### src/rtl/router_fsm_nch.sv
// Control FSM for a 1xN packet router: steers header/payload/parity writes into the
// addressed FIFO, drops packets with bad addresses or stuck destinations.
module router_fsm_nch #(
  parameter int NUM_CH       = 3,
  parameter int ADDR_W       = 2,
  parameter int DATA_W       = 8,
  parameter int WAIT_TIMEOUT = 0
) (
  input  logic              clk,
  input  logic              rstn,
  input  logic              pkt_valid,
  input  logic [DATA_W-1:0] din,
  input  logic [NUM_CH-1:0] fifo_full,
  input  logic [NUM_CH-1:0] fifo_empty,
  input  logic [NUM_CH-1:0] sft_rst,
  input  logic              parity_done,
  input  logic              low_pkt_vld,
  output logic [ADDR_W-1:0] dest_addr,
  output logic              wr_enb_reg,
  output logic              detect_add,
  output logic              lfd_state,
  output logic              ld_state,
  output logic              laf_state,
  output logic              full_state,
  output logic              rst_int_reg,
  output logic              drop_state,
  output logic              addr_err,
  output logic              timeout_err,
  output logic              busy,
  output logic [3:0]        state_dbg
);

  // Handshake: the source may advance din only in a cycle where busy=0; while busy=1
  // it must hold pkt_valid and din stable. wr_enb_reg=1 means din is written this cycle.

  typedef enum logic [3:0] {
    DECODE_ADDRESS     = 4'd0,
    WAIT_TILL_EMPTY    = 4'd1,
    LOAD_FIRST_DATA    = 4'd2,
    LOAD_DATA          = 4'd3,
    FIFO_FULL_STATE    = 4'd4,
    LOAD_AFTER_FULL    = 4'd5,
    LOAD_PARITY        = 4'd6,
    CHECK_PARITY_ERROR = 4'd7,
    DROP_PKT           = 4'd8
  } state_t;

  localparam logic [16:0] TMO_LIMIT = 17'(WAIT_TIMEOUT);

  state_t            state;
  state_t            next_state;
  logic [15:0]       wait_cnt;
  logic [ADDR_W-1:0] hdr_addr;
  logic              hdr_bad;
  logic              hdr_empty;
  logic              cur_full;
  logic              cur_empty;
  logic              cur_sft;
  logic              timeout_hit;
  logic              load_dest;
  logic              addr_err_nxt;
  logic              timeout_nxt;

  assign hdr_addr = din[ADDR_W-1:0];
  assign hdr_bad  = ({1'b0, hdr_addr} >= (ADDR_W+1)'(NUM_CH));

  // Channel lookups; an out-of-range index reads as 0 on every status line.
  always_comb begin
    hdr_empty = 1'b0;
    cur_full  = 1'b0;
    cur_empty = 1'b0;
    cur_sft   = 1'b0;
    for (int i = 0; i < NUM_CH; i++) begin
      if (hdr_addr == ADDR_W'(i)) hdr_empty = fifo_empty[i];
      if (dest_addr == ADDR_W'(i)) begin
        cur_full  = fifo_full[i];
        cur_empty = fifo_empty[i];
        cur_sft   = sft_rst[i];
      end
    end
  end

  // wait_cnt is 0 on the first WAIT_TILL_EMPTY cycle, so +1 gives cycles spent so far.
  assign timeout_hit = (WAIT_TIMEOUT != 0) && (({1'b0, wait_cnt} + 17'd1) >= TMO_LIMIT);

  always_comb begin
    next_state   = state;
    load_dest    = 1'b0;
    addr_err_nxt = 1'b0;
    timeout_nxt  = 1'b0;
    if (cur_sft && (state != DECODE_ADDRESS) && (state != DROP_PKT)) begin
      next_state = DECODE_ADDRESS;
    end else begin
      case (state)
        DECODE_ADDRESS: begin
          if (pkt_valid) begin
            load_dest = 1'b1;
            if (hdr_bad) begin
              next_state   = DROP_PKT;
              addr_err_nxt = 1'b1;
            end else if (hdr_empty) begin
              next_state = LOAD_FIRST_DATA;
            end else begin
              next_state = WAIT_TILL_EMPTY;
            end
          end
        end
        WAIT_TILL_EMPTY: begin
          if (cur_empty) begin
            next_state = LOAD_FIRST_DATA;
          end else if (timeout_hit) begin
            next_state  = DROP_PKT;
            timeout_nxt = 1'b1;
          end
        end
        LOAD_FIRST_DATA: next_state = LOAD_DATA;
        LOAD_DATA: begin
          if (cur_full)        next_state = FIFO_FULL_STATE;
          else if (!pkt_valid) next_state = LOAD_PARITY;
        end
        FIFO_FULL_STATE: begin
          if (!cur_full) next_state = LOAD_AFTER_FULL;
        end
        LOAD_AFTER_FULL: begin
          if (parity_done)      next_state = DECODE_ADDRESS;
          else if (low_pkt_vld) next_state = LOAD_PARITY;
          else                  next_state = LOAD_DATA;
        end
        LOAD_PARITY: next_state = CHECK_PARITY_ERROR;
        CHECK_PARITY_ERROR: begin
          if (cur_full) next_state = FIFO_FULL_STATE;
          else          next_state = DECODE_ADDRESS;
        end
        DROP_PKT: begin
          if (!pkt_valid) next_state = DECODE_ADDRESS;
        end
        default: next_state = DECODE_ADDRESS;
      endcase
    end
  end

  always_ff @(posedge clk or negedge rstn) begin
    if (!rstn) begin
      state       <= DECODE_ADDRESS;
      dest_addr   <= '0;
      wait_cnt    <= '0;
      addr_err    <= 1'b0;
      timeout_err <= 1'b0;
    end else begin
      state       <= next_state;
      addr_err    <= addr_err_nxt;
      timeout_err <= timeout_nxt;
      if (load_dest) dest_addr <= hdr_addr;
      if (state != WAIT_TILL_EMPTY)  wait_cnt <= '0;
      else if (wait_cnt != 16'hFFFF) wait_cnt <= wait_cnt + 16'd1;
    end
  end

  always_comb begin
    busy       = 1'b0;
    wr_enb_reg = 1'b0;
    case (state)
      WAIT_TILL_EMPTY:    busy = 1'b1;
      LOAD_FIRST_DATA:    begin busy = 1'b1; wr_enb_reg = 1'b1; end
      LOAD_DATA:          wr_enb_reg = 1'b1;
      FIFO_FULL_STATE:    busy = 1'b1;
      LOAD_AFTER_FULL:    begin busy = 1'b1; wr_enb_reg = 1'b1; end
      LOAD_PARITY:        begin busy = 1'b1; wr_enb_reg = 1'b1; end
      CHECK_PARITY_ERROR: busy = 1'b1;
      default:            begin busy = 1'b0; wr_enb_reg = 1'b0; end
    endcase
  end

  assign detect_add  = (state == DECODE_ADDRESS);
  assign lfd_state   = (state == LOAD_FIRST_DATA);
  assign ld_state    = (state == LOAD_DATA);
  assign laf_state   = (state == LOAD_AFTER_FULL);
  assign full_state  = (state == FIFO_FULL_STATE);
  assign rst_int_reg = (state == CHECK_PARITY_ERROR);
  assign drop_state  = (state == DROP_PKT);
  assign state_dbg   = state;

endmodule

### config.mk
export PLATFORM = sky130hd
export DESIGN_NAME = router_fsm_nch
export DESIGN_NICKNAME = d
export VERILOG_FILES = /design/src/rtl/router_fsm_nch.sv
export SDC_FILE = /design/constraint.sdc
export NUM_CORES = 1
export LEC_CHECK = 0
export CAP_MARGIN = 20
export CORE_MARGIN = 3
export CORE_UTILIZATION = 35
export CTS_BUF_LIST = sky130_fd_sc_hd__clkbuf_4 sky130_fd_sc_hd__clkbuf_8
export CTS_CLUSTER_DIAMETER = 200
export DETAILED_ROUTE_END_ITERATION = 8
export PLACE_DENSITY = 0.78
export SETUP_SLACK_MARGIN = 0.1
export SLEW_MARGIN = 20
export SYNTH_ARGS = -nofsm -noshare
export SYNTH_HDL_FRONTEND = slang
export SYNTH_SLANG_ARGS = --single-unit
### constraint.sdc
create_clock -name clk -period 1.45 [get_ports clk]
set_input_delay 0.29 -clock clk [delete_from_list [all_inputs] [get_ports clk]]
set_output_delay 0.29 -clock clk [all_outputs]
set_load 0.005 [all_outputs]
# After elaboration in Yosys (flattened, before gate mapping)
# Index checks and enable logic that the tools add are counted.
[op_classes] magnitude_cmp=1 muxes=34 reduce_logical=9 n_eq_ne=18
[op_table] cell="$pmux 4 s9" count=1
[op_table] cell="$mux 4" count=8
[op_table] cell="$mux 1" count=21
[op_table] cell="$eq 4x3->1 const B" count=4
[op_table] cell="$mux 3" count=3
[op_table] cell="$ne 3x2->1 const B" count=3
[op_table] cell="$eq 4x2->1 const B" count=2
[op_table] cell="$reduce_or 6->1" count=1
[op_table] cell="$reduce_and 5->1" count=1
[op_table] cell="$eq 2x1->1 const B" count=2
[op_table] cell="$eq 2x2->1 const B" count=2
[op_table] cell="$eq 4x1->1 const B" count=1
[op_table] cell="$eq 4x4->1 const B" count=1
[op_table] cell="$logic_not 2->1" count=2
[op_table] cell="$logic_not 4->1" count=1
[op_table] cell="$ne 4x2->1 const B" count=1
[op_table] cell="$ne 4x4->1 const B" count=1
[op_table] cell="$reduce_bool 4->1" count=1
[op_table] cell="$reduce_or 4->1" count=1
[op_table] cell="$ne 3x3->1 const B" count=1
[op_table] cell="$ge 2x2->1 const B" count=1
[op_table] cell="$logic_and 1x1->1" count=2
[op_table] cell="$mux 2" count=1
[totals] register_bits=7 word_cells=65 out_inout_bits=17

# Logic depth before layout (Yosys ltp)
[logic_depth] word_depth=9 depth_mapped=6 mapped_depth_nobuf=5

# Worst setup path before layout
# OpenSTA, ideal clock, no wires.
[synth_path] kind="reg2reg" from="register state[3], in the netlist state_dbg[3]" to="register state[2], in the netlist state_dbg[2]" slack_ps=22 arrival_ps=1306 setup_ps=122 stages_incl_launch_ff=7 required_ps=1328 path_cell_list="dfrtp_1 -> buf_2 -> nor4b_2 -> o211ai_1 -> o21ai_1 -> nor2_1 -> a32o_1"
[synth_via] elab_chain_len=5
[synth_lines] element="start, declared" line="50" rtl="state_t state;"
[synth_lines] element="start signal, assigned" line="150" rtl="state <= next_state;"
[synth_lines] element="$reduce_bool 4->1" line="91" rtl="if (cur_sft && (state != DECODE_ADDRESS) && (state != DROP_PKT)) begin"
[synth_lines] element="$logic_and 1x1->1 (2 in a row)" line="91"
[synth_lines] element="$ne 4x2->1 (no line), or another cell as far along"
[synth_lines] element="$reduce_and 5->1 (no line)"
# Parallel ways exist; a longest one is shown, timed or not.
# A chain may end at the register's enable or synchronous reset.

# Final worst setup path
[layout_path] from="register state[1], in the netlist state_dbg[1]" to="register state[2], in the netlist state_dbg[2]"
# Same word-level chain as after synthesis.

==> flow_summary.json <==
{
  "status": "finished with violations",
  "violations": "negative setup slack",
  "setup_viol": 15,
  "h-tree-depth": 1,
  "synth_nets": 107,
  "syn-instance-count": 85,
  "final_common_cell": "buf_4",
  "fmax_ghz": 0.601,
  "grt_use_met3": 0.0423,
  "wl_um": 3510,
  "grtUsageTotal": 0.251,
  "synth_edf_count": 0,
  "switching_share": 0.408,
  "synthArstFlopShare": 1.00,
  "grt_pass1_vias": 1005,
  "seq_power_share": 0.140,
  "clock-sinks": 7,
  "avgSynthCellArea_um2": 7.88,
  "via_per_inst": 5.60,
  "synth.top_cell.area_share": 0.262,
  "clockBufferDepth": 2,
  "ys.flop_type": "dfrtp_1",
  "die_area_um2": 2470,
  "final_nets": 182,
  "totalPowerFinal_uw": 2880,
  "path_max_fanout": 6,
  "clk-insertion-delay-late_ps": 240,
  "p_switching_uw": 1180,
  "area_growth_pct": 129,
  "yosysSeqAreaShare": 0.262,
  "cap_violations": 0,
  "fin_crit_sh": 1.15,
  "drive_gt1_frac": 0.623,
  "crit_path_end_kind": "flop",
  "fin_worst_skew_ps": 3.18,
  "startpoint_type": "flop",
  "clk_pin_slew_ps": 50,
  "gp_congestion": 0.890,
  "place_hpwl_um": 1630,
  "p_per_area_nw_per_um2": 1880,
  "core_um2": 1760,
  "synth_top_area_cell": "dfrtp_1",
  "die_w_um": 49.7,
  "final_cell_mix": "26 x buf_4, 23 x buf_6, 16 x clkdlybuf4s50_1",
  "grt_max_degree": 8,
  "grtUsageMet2": 0.438,
  "start_util": 0.379,
  "antennaDiodeCount": 0,
  "ioPinCount": 39,
  "synth_seq_cells": 7,
  "fill_cells": 89,
  "rr_endpoint": "state_dbg[2]",
  "gr-usage-met1": 0.287,
  "hold_viol": 0,
  "intPower_uw": 1700,
  "io_buffers": 31,
  "hold_ws_ps": 290,
  "ys_warn_count": 0,
  "vias": 1030,
  "wl_per_cell_um": 19.1,
  "ff2ff_path_depth": 7,
  "final_antenna_net_count": 0,
  "p_comb_frac": 0.795,
  "reg2reg_from": "state_dbg[1]",
  "drt_pre_antenna_iters": 4,
  "drv_slew": 0,
  "antenna_found_initial": 0,
  "peakVddDrop_mv": 1.40,
  "fin_util": 0.868,
  "numCtsBuffers": 3,
  "syn_area_um2": 669,
  "busiest_layer": "met2",
  "clockRootBuffer": "clkbuf_4",
  "cp.required_ps": 1580,
  "drc": 0,
  "fin_crit_ps": 1660,
  "cts_hold_buf": 0,
  "worst-r2r-setup-slack_ps": -210,
  "synth.distinct_cells": 39,
  "dieHeight_um": 49.7,
  "p_clk_frac": 0.065,
  "cts_tree": "yes",
  "crit_type": "flop to flop",
  "grt_pass1_wl_um": 4710,
  "grt_overflow": 0,
  "core.rowCount": 15,
  "fin_ws_ps": -215,
  "holdCritPathClass": "input port to async pin",
  "drtIter0Drc": 26,
  "cp_data_arrival_time_ps": 1790,
  "leakagePower_uw": 0.000714,
  "rsz0062_at_grt": "true",
  "yosys-top-cells-area": "dfrtp_1 26%, mux2i_1 7.5%, nor2_1 7.3%"
}
[cell families after synthesis]
group	count (synthesis)	synth area share
AOI/OAI and AO/OA	21	0.224
xor gates and xnor gates	1	0.0131
buffers and inverters	12	0.107
and+or+nand+nor	36	0.280
other	1	0.00560
DFF	7	0.262
muxes	7	0.108
[critical path, cell delays in order (launching register included)]
cell and delay, ps:
dfrtp_2 470, buf_6 150, buf_6 120, nor4b_4 250, o211ai_1 140, o21ai_2 100, nor2_2 70, a32o_2 250
[repair_timing]
action | 4_1_cts | 5_1_grt
resized for setup | 97 | 17
endpoints found under the setup margin | 23 | 20
pin swaps | 15 | 10
gates cloned | 0 | 0
buffers inserted | 21 | 5
[power by group through the flow]
stage / sequential (uW) / clock (uW) / combinational, uW
2_1_floorplan: 344 / 0 / 736
3_3_place_gp: 411 / 0 / 1280
3_5_place_dp: 413 / 0 / 1330
4_1_cts: 387 / 194 / 1910
5_1_grt: 417 / 209 / 2400
6_report: 404 / 187 / 2290
[sequential cells by signal, indices dropped and copies added (netlist names)]
signal / count
dest_addr: 2
state_dbg: 4
addr_err: 1
[cells in the mapped netlist, types with 2 or more instances]
master	n
a21oi_1	4
nor2b_1	2
mux2i_1	5
nor2_1	13
nand3b_1	3
mux2_1	2
o2111ai_1	2
nand2_1	9
buf_2	2
o31ai_1	2
dfrtp_1	7
buf_6	2
inv_1	4
o21ai_0	2
buf_4	2
[worst max path at each step]
stage | start | end | slack (ps) | cells after the start
2_1_floorplan | dest_addr[0] | state_dbg[2] | 40 | 6
3_3_place_gp | state_dbg[3] | laf_state | -260 | 4
3_5_place_dp | state_dbg[3] | laf_state | -250 | 4
4_1_cts | state_dbg[1] | busy | -170 | 6
5_1_grt | state_dbg[1] | state_dbg[2] | -310 | 7
6_report | state_dbg[1] | state_dbg[2] | -210 | 7
[area by class of cell]
cell class | instances | area [um2] | share of cell area
Timing Repair Buffer | 77 | 702 | 0.458
Multi-Input combinational cell | 66 | 562 | 0.367
Inverter | 5 | 23.8 | 0.0155
Tap cell | 25 | 31.3 | 0.0204
Sequential cell | 7 | 183 | 0.119
Clock buffer | 4 | 30.0 | 0.0196
[stage by stage]
step	instance area (um2)	std cells	worst slack, ps	setup TNS, ps
after floorplan	687	85	35.6	0
after CTS	1420	179	-174	-1410
after global routing	1530	184	-313	-2920
final	1530	184	-215	-1840
after detailed placement	1120	154	-250	-2480
after global placement	1120	154	-259	-2130
[per-layer routing]
layer	wire, um	vias to the layer above	part of all wire
li1	-	449	-
met1	1390	509	0.39
met2	1750	51	0.50
met3	188	21	0.054
met4	183	0	0.052
met5	0	-	0
No activity file was read; power rests on OpenSTA's default activity.
